<file path="config.mk">
export PLATFORM = sky130hd
export DESIGN_NAME = pipe_add_flat
export DESIGN_NICKNAME = d
export VERILOG_FILES = /design/src/rtl/pipe_add_if.sv /design/src/rtl/pipe_add.sv /design/src/flat_wrapper.sv
export SDC_FILE = /design/constraint.sdc
export NUM_CORES = 1
export LEC_CHECK = 0
export ABC_AREA = 1
export ABC_CLOCK_PERIOD_IN_PS = 1800
export BUFFER_PORTS_ARGS = -buffer_cell sky130_fd_sc_hd__buf_2
export CAP_MARGIN = 10
export CORE_MARGIN = 5
export CORE_UTILIZATION = 52
export CTS_CLUSTER_DIAMETER = 150
export DETAILED_ROUTE_END_ITERATION = 12
export PLACE_DENSITY = 0.76
export SETUP_SLACK_MARGIN = 0.02
export SYNTH_ARGS = -nofsm -noshare
export SYNTH_HDL_FRONTEND = slang
export SYNTH_SLANG_ARGS = --single-unit
export TNS_END_PERCENT = 100
</file>
<file path="constraint.sdc">
create_clock -name clk -period 1.8 [get_ports clk]
set_clock_uncertainty 0.15 [all_clocks]
set_input_delay 0.09 -clock clk [delete_from_list [all_inputs] [get_ports clk]]
set_output_delay 0.09 -clock clk [all_outputs]
set_load 0.01 [all_outputs]
</file>
<file path="src/rtl/pipe_add_if.sv">
// Streaming handshake bundle for pipe_add: operand side (in_*, a, b, cin, sub)
// and result side (out_*, sum) share one interface instance.
interface pipe_add_if #(
    parameter int N_BITS = 8
);
    logic              in_valid;
    logic              in_ready;
    logic [N_BITS-1:0] a;
    logic [N_BITS-1:0] b;
    logic              cin;
    logic              sub;
    logic              out_valid;
    logic              out_ready;
    logic [N_BITS:0]   sum;

    modport master (
        output in_valid, a, b, cin, sub, out_ready,
        input  in_ready, out_valid, sum
    );

    modport slave (
        input  in_valid, a, b, cin, sub, out_ready,
        output in_ready, out_valid, sum
    );
endinterface

</file>
<file path="src/rtl/pipe_add.sv">
// Pipelined adder/subtractor: the carry chain is cut into N_STAGES chunks, one
// register stage per chunk, with valid/ready flow control and bubble compression.
module pipe_add #(
    parameter int N_BITS   = 8,
    parameter int N_STAGES = 2
) (
    input  logic      clk,
    input  logic      rst_n,
    pipe_add_if.slave bus
);
    localparam int W    = N_BITS / N_STAGES;
    localparam int LAST = N_STAGES - 1;

    logic [N_BITS-1:0]   b_eff;
    logic                c0;
    logic [N_STAGES-1:0] v;
    logic [N_STAGES-1:0] e;
    logic [N_STAGES-1:0] pv;
    logic [N_STAGES-1:0] load;
    logic                chain;

    assign b_eff = bus.sub ? ~bus.b : bus.b;
    assign c0    = bus.sub | bus.cin;

    // A stage may advance if it is empty or the stage after it advances.
    always_comb begin
        e       = '0;
        chain   = !v[LAST] || bus.out_ready;
        e[LAST] = chain;
        for (int k = LAST - 1; k >= 0; k--) begin
            chain = !v[k] || chain;
            e[k]  = chain;
        end
    end

    always_comb begin
        pv    = '0;
        pv[0] = bus.in_valid;
        for (int k = 1; k < N_STAGES; k++) begin
            pv[k] = v[k-1];
        end
    end

    assign load = e & pv;

    always_ff @(posedge clk or negedge rst_n) begin
        if (!rst_n) begin
            v <= '0;
        end else begin
            v <= (v & ~e) | (pv & e);
        end
    end

    // Stage k keeps the finished low chunks plus the operand chunks still to be added.
    for (genvar k = 0; k < N_STAGES; k++) begin : stg
        localparam int PW = N_BITS - k * W;
        localparam int LO = (k + 1) * W;

        logic [PW-1:0] pa;
        logic [PW-1:0] pb;
        logic          pc;
        logic [W:0]    chunk;
        logic [LO-1:0] nres;
        logic [LO-1:0] res;
        logic          c;

        if (k == 0) begin : head
            assign pa   = bus.a;
            assign pb   = b_eff;
            assign pc   = c0;
            assign nres = chunk[W-1:0];
        end else begin : link
            assign pa   = stg[k-1].ops.oa;
            assign pb   = stg[k-1].ops.ob;
            assign pc   = stg[k-1].c;
            assign nres = {chunk[W-1:0], stg[k-1].res};
        end

        assign chunk = {1'b0, pa[W-1:0]} + {1'b0, pb[W-1:0]} + {{W{1'b0}}, pc};

        always_ff @(posedge clk or negedge rst_n) begin
            if (!rst_n) begin
                res <= '0;
                c   <= 1'b0;
            end else if (load[k]) begin
                res <= nres;
                c   <= chunk[W];
            end
        end

        if (PW > W) begin : ops
            logic [PW-W-1:0] oa;
            logic [PW-W-1:0] ob;

            always_ff @(posedge clk or negedge rst_n) begin
                if (!rst_n) begin
                    oa <= '0;
                    ob <= '0;
                end else if (load[k]) begin
                    oa <= pa[PW-1:W];
                    ob <= pb[PW-1:W];
                end
            end
        end
    end

    assign bus.in_ready  = e[0];
    assign bus.out_valid = v[LAST];
    assign bus.sum       = {stg[LAST].c, stg[LAST].res};
endmodule

</file>
<file path="src/flat_wrapper.sv">
// flat-port wrapper written by rule: the top's interface ports become plain ports
module pipe_add_flat 
#(
    parameter int N_BITS   = 8,
    parameter int N_STAGES = 2
)
  (clk, rst_n, bus_in_valid, bus_a, bus_b, bus_cin, bus_sub, bus_out_ready, bus_in_ready, bus_out_valid, bus_sum);
  pipe_add_if #(.N_BITS(N_BITS)) bus_i ();
  input  logic clk;
  input  logic rst_n;
  input wire logic [$bits(bus_i.in_valid)-1:0] bus_in_valid;
  input wire logic [$bits(bus_i.a)-1:0] bus_a;
  input wire logic [$bits(bus_i.b)-1:0] bus_b;
  input wire logic [$bits(bus_i.cin)-1:0] bus_cin;
  input wire logic [$bits(bus_i.sub)-1:0] bus_sub;
  input wire logic [$bits(bus_i.out_ready)-1:0] bus_out_ready;
  output wire logic [$bits(bus_i.in_ready)-1:0] bus_in_ready;
  output wire logic [$bits(bus_i.out_valid)-1:0] bus_out_valid;
  output wire logic [$bits(bus_i.sum)-1:0] bus_sum;
  assign bus_i.in_valid = bus_in_valid;
  assign bus_i.a = bus_a;
  assign bus_i.b = bus_b;
  assign bus_i.cin = bus_cin;
  assign bus_i.sub = bus_sub;
  assign bus_i.out_ready = bus_out_ready;
  assign bus_in_ready = bus_i.in_ready;
  assign bus_out_valid = bus_i.out_valid;
  assign bus_sum = bus_i.sum;
  pipe_add #(.N_BITS(N_BITS), .N_STAGES(N_STAGES)) u_core (.clk(clk), .rst_n(rst_n), .bus(bus_i));
endmodule
</file>
---- Word level (Yosys, flattened, before mapping) ----
Index checks and enable logic that the tools add are counted.
cells by class
  reduce and logical (&&, ||, !) cells .... 4
  muxes and demuxes ....................... 1
  $add $sub $neg .......................... 4
  bitwise logic cells ..................... 6
operators by type and width
  kind              count
  $add 4x4->5       2
  $add 5x1->5       2
  $mux 8            1
  $not 8->8         1
  $and 2x2->2       2
  $logic_not 1->1   2
  $logic_or 1x1->1  2
  $not 2->2         1
  $or 2x2->2        1
  $or 1x1->1        1
storage, ports and cells
  flip-flop bits (word level) ............. 24
  bits of input ports ..................... 22
  output and inout port bits .............. 11

---- Longest topological paths before layout ----
  depth in word-level cells ............... 6
  gate-level depth with buffers ........... 8
  depth with buffers taken out ............ 7

---- Least setup slack after synthesis ----
Ideal clock, no wire load.
  path kind ............................... input to register
  start ................................... input port bus_sub
  end ..................................... register u_core.stg[0].res[2]
  slack ................................... -0.218 ns
  path buffers ............................ 1
  cell stages on the path ................. 7
  required time ........................... 1.531 ns
  setup time .............................. 0.119 ns
  arrival time ............................ 1.750 ns
  path through ............................ buf_2 or2_2 fa_1 fa_1 or2_2 nand3_1 o21ai_2
between the ends
  longest elaborated chain between the ends .. 3
  elaborated cells on any way between the ends .. 4
  classes of those cells .................. add/sub: 2; mux: 1; bitwise: 1
RTL lines
  item                  line                text
  start, declared       flat_wrapper.sv:15  input wire logic [$bits(bus_i.sub)-1:0] bus_sub;
  $mux 8                pipe_add.sv:22      assign b_eff = bus.sub ? ~bus.b : bus.b;
  $add 4x4->5           pipe_add.sv:79      assign chunk = {1'b0, pa[W-1:0]} + {1'b0, pb[W-1:0]} + {{W{1'b0}}, pc};
  $add 5x1->5 (*)       pipe_add.sv:79
  end signal, assigned  pipe_add.sv:86      res <= nres;
  end, declared         pipe_add.sv:64      logic [LO-1:0] res;
Mark *: on every way between the ends. The rest lies on a longest branch, timed or not.
A chain may end at the register's enable or synchronous reset.

---- Worst setup path after layout ----
  start ................................... register u_core.stg[0].ops.ob[0]
  end ..................................... register u_core.stg[1].res[5]
between the ends
  longest elaborated chain between the ends .. 2
RTL lines
  item                    line             text
  start, declared         pipe_add.sv:93   logic [PW-W-1:0] ob;
  start signal, assigned  pipe_add.sv:101  ob <= pb[PW-1:W];
  $add 4x4->5             pipe_add.sv:79
  $add 5x1->5             pipe_add.sv:79
  end signal, assigned    pipe_add.sv:86
  end, declared           pipe_add.sv:64
Every way passes these cells.

==> impl_metrics.ini <==
[status]
status = complete, no violations

[clock_tree]
cts_max_level = 1
cts_tree = done
cts_buffers = 3
clk_pin_slew_ps = 120
clockBufferDepth = 2
ctsRootBufferMaster = clkbuf_4
clock_latency_ps = 310
cts.sinks = 24

[global_routing]
grt_antenna_before_repair = 0
grt_pass1_wl_um = 4020
grt_max_degree = 25
grt.overflow.total = 0
grt_pass1_vias = 974
track_usage_pct = 15.0

[flow_run]
maxCapViolCount = 0

[yosys]
yosysUniqueCellTypes = 20
netlist.area_leader.share_pct = 46.6
avgSynthCellArea_sq_um = 9.28
netlist_instances = 139
syn_nets = 171
synth_largest_area_cell = dfrtp_1
seq_area_frac_synth_pct = 46.6
synth_area_sq_um = 1290
synth_area_leaders = dfrtp_1, nand2_1, fa_1
synth_warnings = 0
synth-seq-cells = 24

[worst_setup_path]
start_kind = flip-flop
critPathCaptureType = flip-flop
worst_ep_arrival_time_ps = 1810
cp_max_fo = 2
cp_data_required_time_ps = 1890
critPathKind = flip-flop to flip-flop
r2r.worst_path.cells = 4

[detailed_routing]
detail_route.vias_per_cell = 4.80
wl_per_cell_um = 11.0
drt_wl_total_um = 2350
dr.first_iter.drc_count = 43
drtPass1Iterations = 4
drc = 0
num_vias = 1023
ant_nets = 0

[pwr]
leakage_nw = 0.850
ir_drop_mv = 0.518
power.total_w = 0.00160
power_density_nw_per_um2 = 987

[floorplan]
die_h_um = 59.8
dieArea_sq_um = 3580
ios = 33
core_area_sq_um = 2430
die_w_um = 59.8
core.rowCount = 18
start_util_pct = 53.0

[timing]
setup_slack_ps = 82.4
hold_viol = 0
worstMarginPinSlew_ps = 508
fin_crit_ps = 1720
finalSetupViolCount = 0
rsz0062_at_grt = no
period_share_pct = 95.4
relSlewSlack_pct = 66.1
max_clock_freq_ghz = 0.582
slew_violations = 0

[cells_and_area]
n_antenna_cell = 0
layout-drive-gt1-share_pct = 29.5
area_delta_synth_final_pct = 25.7
instances_no_fill = 213
fin_nets = 217

[place]
gp_congestion = 0.819
dp.cells = 198
post-place-ws_ps = -105
port_buffers = 32
dp_hpwl_um = 1810

[hold_path]
min_path_type = primary input to flip-flop
hold_path_depth = 4
[worst max-delay path, cell delays in order (launching register included)]
cell and delay (ps):
dfrtp_1 420, fa_2 400, inv_1 90, fa_1 430, o21ai_1 160
[Yosys cell counts]
library cell,n
inv_2,1
nand3_1,6
xnor2_1,4
buf_6,1
o21ai_2,4
a21oi_1,3
fa_1,4
buf_2,1
nand3_2,2
xor2_1,5
ha_1,6
buf_4,3
nand2_4,1
or2_2,3
nand2_1,47
inv_1,11
o21ai_0,11
nor2_1,1
nand2_2,1
dfrtp_1,24
[report_power, final]
group	leakage (nW)	switching [W]	internal (W)	total, W
Clock	0.0138	0.000153	0.0000783	0.000231
Combinational	0.542	0.000332	0.000270	0.000602
Sequential	0.294	0.0000813	0.000686	0.000768
[cell type report]
class                   count  area (sq um)
clock buffers               3          22.5
fillers                   205           811
inverters                  12          45.0
multi-input cells          98           623
flip-flops and latches     24           601
well taps                  30          37.5
repair buffers             46           293
[sequential cells by signal (all words and copies together), names as in the netlist, named ones only]
| signal | count |
|---|---|
| u_core.stg.res | 12 |
| u_core.stg.ops.oa | 4 |
| u_core.stg.ops.ob | 4 |
| u_core.stg.c | 2 |
[through the flow]
stage                     area [sq um]  hold slack, ps  util (%)  TNS, ps
final                             1620            36.1      66.7        0
after global routing              1620            35.8      66.7        0
after CTS                         1610            27.8      66.3        0
after detailed placement          1480           -57.9      60.8     -197
after global placement            1480           -65.1      60.8     -115
after floorplan                   1320            -356         -    -60.1
[placed cells by master, fill, tap and decap left out]
cell type      count
nand2_1           47
buf_2             32
dfrtp_1           24
inv_1             11
dlygate4sd3_1     11
o21ai_0           10
ha_1               6
xor2_1             5
nand3_1            5
xnor2_1            4
o21ai_2            4
nand3_2            3
a21oi_1            3
fa_2               3
clkbuf_4           3
buf_4              3
or2_4              2
nand2_4            1
inv_2              1
nor2_1             1
or2_2              1
nand2_2            1
o21ai_1            1
fa_1               1
[repair_timing]
action | in CTS | in global routing
setup buffers | 0 | 1
cloned | 0 | 0
endpoints found under the hold margin | 35 | 0
hold buffers | 11 | 0
setup endpoints to repair | 1 | 1
gates resized for setup | 1 | 1
[kinds of logic after synthesis]
family	after synthesis	share of synthesized area (%)
xor gates and xnor gates	9	6.11
DFF	24	46.6
buffers and inverters	17	6.50
adders and majority gates	10	12.0
AOI/OAI and AO/OA	18	8.15
and+or+nand+nor	61	20.7
[layer usage]
metal	track usage (%)	wire length [um]	vias to the layer above
li1	-	-	524
met1	18.3	1050	462
met2	26.2	1110	32
met3	1.30	136	5
met4	7.59	53	0
met5	0	0	-
[worst paths after layout]
path	slack (ps)	startpoint	to
hold / removal	40	bus_a[3]	u_core.stg[0].c
max in group asynchronous	1050	rst_n	u_core.stg[0].res[0]
hold reg to reg	340	u_core.stg[1].res[3]	u_core.stg[1].res[3]
setup reg to reg	80	u_core.stg[0].ops.ob[0]	u_core.stg[1].res[5]
min in group asynchronous	110	rst_n	u_core.stg[1].c
setup / recovery	80	u_core.stg[0].ops.ob[0]	u_core.stg[1].res[5]
Note: power is estimated with default switching activity, not from simulation.
